## src/rtl/control_unit.sv

```systemverilog
// Main decoder: 6-bit opcode in, nine registered datapath control strobes out.
// Define CONTROL_UNIT_ADDI_EN to also decode addi (001000); otherwise it is an undecoded opcode.
module control_unit (
    input  logic       clk,
    input  logic       rst_n,
    input  logic [5:0] ins_opCode,
    output logic       RegDst,
    output logic       ALUSrc,
    output logic       MemtoReg,
    output logic       RegWrite,
    output logic       MemRead,
    output logic       MemWrite,
    output logic       Branch,
    output logic       ALUOp1,
    output logic       ALUOp0
);

    typedef struct packed {
        logic       regDst;
        logic       aluSrc;
        logic       memToReg;
        logic       regWrite;
        logic       memRead;
        logic       memWrite;
        logic       branch;
        logic [1:0] aluOp;
    } ctrl_t;

    localparam logic [5:0] OP_RTYPE = 6'b000000;
    localparam logic [5:0] OP_LW    = 6'b100011;
    localparam logic [5:0] OP_SW    = 6'b101011;
    localparam logic [5:0] OP_BEQ   = 6'b000100;
    localparam logic [5:0] OP_ADDI  = 6'b001000;

    localparam logic [1:0] ALU_ADD   = 2'b00;
    localparam logic [1:0] ALU_SUB   = 2'b01;
    localparam logic [1:0] ALU_FUNCT = 2'b10;

    ctrl_t ctrlD;
    ctrl_t ctrlQ;

    // Unlisted opcodes fall through to all-zero so nothing writes state.
    always_comb begin
        ctrlD = '0;
        case (ins_opCode)
            OP_RTYPE: begin
                ctrlD.regDst   = 1'b1;
                ctrlD.regWrite = 1'b1;
                ctrlD.aluOp    = ALU_FUNCT;
            end
            OP_LW: begin
                ctrlD.aluSrc   = 1'b1;
                ctrlD.memToReg = 1'b1;
                ctrlD.regWrite = 1'b1;
                ctrlD.memRead  = 1'b1;
                ctrlD.aluOp    = ALU_ADD;
            end
            OP_SW: begin
                ctrlD.aluSrc   = 1'b1;
                ctrlD.memWrite = 1'b1;
                ctrlD.aluOp    = ALU_ADD;
            end
            OP_BEQ: begin
                ctrlD.branch   = 1'b1;
                ctrlD.aluOp    = ALU_SUB;
            end
`ifdef CONTROL_UNIT_ADDI_EN
            OP_ADDI: begin
                ctrlD.aluSrc   = 1'b1;
                ctrlD.regWrite = 1'b1;
                ctrlD.aluOp    = ALU_ADD;
            end
`endif
            default: ctrlD = '0;
        endcase
    end

    always_ff @(posedge clk) begin
        if (!rst_n) ctrlQ <= '0;
        else        ctrlQ <= ctrlD;
    end

    assign RegDst   = ctrlQ.regDst;
    assign ALUSrc   = ctrlQ.aluSrc;
    assign MemtoReg = ctrlQ.memToReg;
    assign RegWrite = ctrlQ.regWrite;
    assign MemRead  = ctrlQ.memRead;
    assign MemWrite = ctrlQ.memWrite;
    assign Branch   = ctrlQ.branch;
    assign ALUOp1   = ctrlQ.aluOp[1];
    assign ALUOp0   = ctrlQ.aluOp[0];

endmodule

```

## config.mk

```make
export PLATFORM = sky130hd
export DESIGN_NAME = control_unit
export DESIGN_NICKNAME = d
export VERILOG_FILES = /design/src/rtl/control_unit.sv
export SDC_FILE = /design/constraint.sdc
export NUM_CORES = 1
export LEC_CHECK = 0
export CAP_MARGIN = 0
export CORE_AREA = 3 3 40 42
export CTS_CLUSTER_SIZE = 12
export DETAILED_ROUTE_END_ITERATION = 10
export DIE_AREA = 0 0 43 45
export PLACE_DENSITY = 0.54
export SETUP_SLACK_MARGIN = 0.2
export SKIP_CTS_REPAIR_TIMING = 1
export SYNTH_ARGS = -nofsm -noshare
export SYNTH_HDL_FRONTEND = slang
export SYNTH_SLANG_ARGS = --single-unit
export TNS_END_PERCENT = 5
```

## constraint.sdc

```tcl
create_clock -name clk -period 1 [get_ports clk]
set_input_delay 0.2 -clock clk [delete_from_list [all_inputs] [get_ports clk]]
set_output_delay 0.2 -clock clk [all_outputs]
set_load 0.005 [all_outputs]
```

After elaboration in Yosys (flattened, before gate mapping)
Cells that the tools add are included.

storage, ports and cells
  bits in registers = 8
  output and inout port bits = 9
  logic and storage cells = 20

operators by class
  equality and inequality tests = 3
  multiplexer cells = 7
  reduce and logical (&&, ||, !) cells = 3

operator list
  cell                  number
  $eq A6 B6 Y1 const B  2
  $eq A6 B3 Y1 const B  1
  $logic_not A6 Y1      1
  $mux W1               6
  $pmux W2 S2           1
  $reduce_or A2 Y1      2

Longest topological paths before layout
  depth after elaboration = 3
  mapped depth = 3
  mapped depth without buffers = 2

Worst setup path before layout
No wires, ideal clock.

  path type = in2reg
  from = in ins_opCode[3]
  to = reg ctrlQ (netlist bit RegWrite)
  arrival = 851 ps
  required time = 934 ps
  slack = 83 ps
  cell stages on the path = 2
  cells stage by stage = or4_4 > a21oi_2

between the ends
  word-level cells in the longest chain between the ends = 3
  elaborated cells on any way between the ends = 4
  classes of those cells = 1 x eq/ne; 1 x mux; 2 x reduce/logical

RTL lines
  item                                              RTL line  text
  start, declared                                   6         input logic [5:0] ins_opCode,
  $eq A6 B6 Y1 or $logic_not A6 Y1 (tied branches)  45        case (ins_opCode)
  $reduce_or A2 Y1 (no source line) *               -
  $mux W1 *                                         45
  end signal, assigned                              80        else ctrlQ <= ctrlD;
  end, declared                                     40        ctrl_t ctrlQ;

Every way passes the cells marked *; elsewhere a longest branch is shown, timed or not.
A chain may end at the register's enable or synchronous reset.

Worst setup path in the final report
  from = reg ctrlQ (netlist bit MemRead)
  to = out MemRead

RTL lines
  item           RTL line  text
  end, declared  11        output logic MemRead,

No word-level cell between the ends.

==> impl_metrics.env <==
export IMPL_grt_ovfl_total=0
export IMPL_hold_viol=0
export IMPL_powerDensity_mw_per_mm2=1190
export IMPL_wl_per_cell_microns=8.23
export IMPL_drc=0
export IMPL_cp_max_fo=2
export IMPL_coreArea_sq_mm=0.00128
export IMPL_synth_area_per_cell_sq_um=10.6
export IMPL_tightestPinTransition_ps=125
export IMPL_nets=51
export IMPL_final_period_utilization_pct=88.4
export IMPL_synth_net_count=31
export IMPL_io_buffers=16
export IMPL_clk_pin_slew_ps=50
export IMPL_firstDrtPassIters=2
export IMPL_multi_input_area_sq_um=81.3
export IMPL_timing_final_crit_period_ps=884
export IMPL_slowest_stage="dfxtp_1"
export IMPL_start_util_pct=18.9
export IMPL_wl_microns=469
export IMPL_grt_use_total_pct=4.93
export IMPL_layout_commonest_cell="dlymetal6s2s_1"
export IMPL_die_area_sq_mm=0.00194
export IMPL_synthDistinctLibCells=12
export IMPL_die_x_microns=43
export IMPL_grt_pass1_wl_microns=662
export IMPL_final_cell_mix="16 x dlymetal6s2s_1, 7 x dfxtp_1, 5 x nor2_1, 3 x clkbuf_4, 2 x buf_4"
export IMPL_vias_per_cell=3.75
export IMPL_synth_cells=23
export IMPL_clock_sinks=7
export IMPL_antenna_left=0
export IMPL_nFillCells=118
export IMPL_diodes=0
export IMPL_fin_util_pct=37.8
export IMPL_pre_cts_ws_ps=-410
export IMPL_final_setup_viol_count=0
export IMPL_layout_drive_gt1_share_pct=21.4
export IMPL_fp_dieH_microns=45
export IMPL_clockBufferDepth=2
export IMPL_status="completed"
export IMPL_cts_tree="done"
export IMPL_crit_path_start_kind="flip-flop"
export IMPL_num_vias=214
export IMPL_ys_warn_count=0
export IMPL_crit_type="flip-flop to primary output"
export IMPL_pin_count=17
export IMPL_crit_arrival_ps=680
export IMPL_cap_violations=0
export IMPL_grt_pass1_vias=186
export IMPL_drv_slew=0
export IMPL_hp_class="input port to flip-flop"
export IMPL_crit_required_ps=800
export IMPL_grt_start_max_net_pins=7
export IMPL_worstSetupEndpointType="primary output"
export IMPL_cts_max_level=1
export IMPL_yosysSeqAreaShare_pct=57.7
export IMPL_drt_iter0_markers=1
export IMPL_place_congestion=0.673
export IMPL_slowest_delay_ps=300
export IMPL_critical_path_cell_chain="dlymetal6s2s_1"
export IMPL_rsz0062_at_grt="yes"
export IMPL_grt_antenna_before_repair=0
export IMPL_vdd_drop_max_mv=0.288
export IMPL_maxSlewHeadroom_pct=91.6
export IMPL_leakagePower_uw=0.000391
export IMPL_worstPathBufferInverterCount=1
export IMPL_synth_area_sq_um=243
export IMPL_fp_row_count=13
export IMPL_fmax_ghz=1.13
export IMPL_ys_ff_latch=7
export IMPL_area_growth_pct=100
export IMPL_cts_inserted_buffers=3
export IMPL_cts_root_buf="clkbuf_4"
export IMPL_critical_path_top_delay_family="flip-flops"
export IMPL_seqCellArea_sq_um=140
export IMPL_fin_ws_ps=116
==> through the flow <==
step,area (sq um),instances,hold WS [ps],total power (uW),setup TNS [ps]
6_report,485,57,242,579,0
5_1_grt,485,57,267,609,0
4_1_cts,443,57,528,596,-3170
3_5_place_dp,417,53,791,345,-2660
3_3_place_gp,417,53,794,343,-2560
2_1_floorplan,243,23,331,302,0
==> power by group <==
group          switching (uW)  internal [uW]  total [uW]  leakage (uW)
Sequential              0.438            282         282     0.0000564
Clock                    91.7            151         243     0.0000150
Combinational            18.8           35.4        54.2      0.000319
Total                     111            468         579      0.000391
==> path summary, 6_finish.rpt <==
| check | startpoint | endpoint | slack (ps) | depth (start not counted) |
|---|---|---|---|---|
| setup / recovery | MemRead | MemRead | 120 | 1 |
| hold / removal | ins_opCode[4] | Branch | 240 | 3 |
==> area by class of cell <==
cell class	count	share of cell area (%)
inverters	1	0.773
well taps	15	3.87
flip-flops and latches	7	28.9
multi-input cells	12	16.8
repair buffers	18	44.3
clock buffers	4	5.41
==> metal layers <==
metal  global-route usage, %  wire length [microns]
met1                    5.35                    202
met2                    5.99                    205
met3                    1.99                     62
met4                    7.23                      0
met5                       0                      0
==> synth_stat cells <==
cell / n / area, sq um
a21oi_2: 1 / 8.76
buf_2: 1 / 5.00
buf_4: 2 / 15.0
dfxtp_1: 7 / 140
inv_1: 1 / 3.75
nand3_1: 1 / 5.00
nand3b_1: 1 / 7.51
nand4b_1: 1 / 8.76
nor2_1: 5 / 18.8
nor3_2: 1 / 10.0
or3b_1: 1 / 8.76
or4_4: 1 / 11.3
==> state kept, by name, summed over array words and instances (netlist names) <==
register	flops
RegWrite	1
MemWrite	1
MemRead	1
ALUOp1	1
ALUSrc	1
RegDst	1
Branch	1
==> kinds of logic (layout without fill, tap and decap cells) <==
logic type	count (synthesis)	in the layout	synth area share (%)
buffers and inverters	4	23	9.79
and+or+nand+nor	11	11	28.9
DFF	7	7	57.7
AOI/OAI and AO/OA	1	1	3.61
Power figures use the tool's default switching activity.
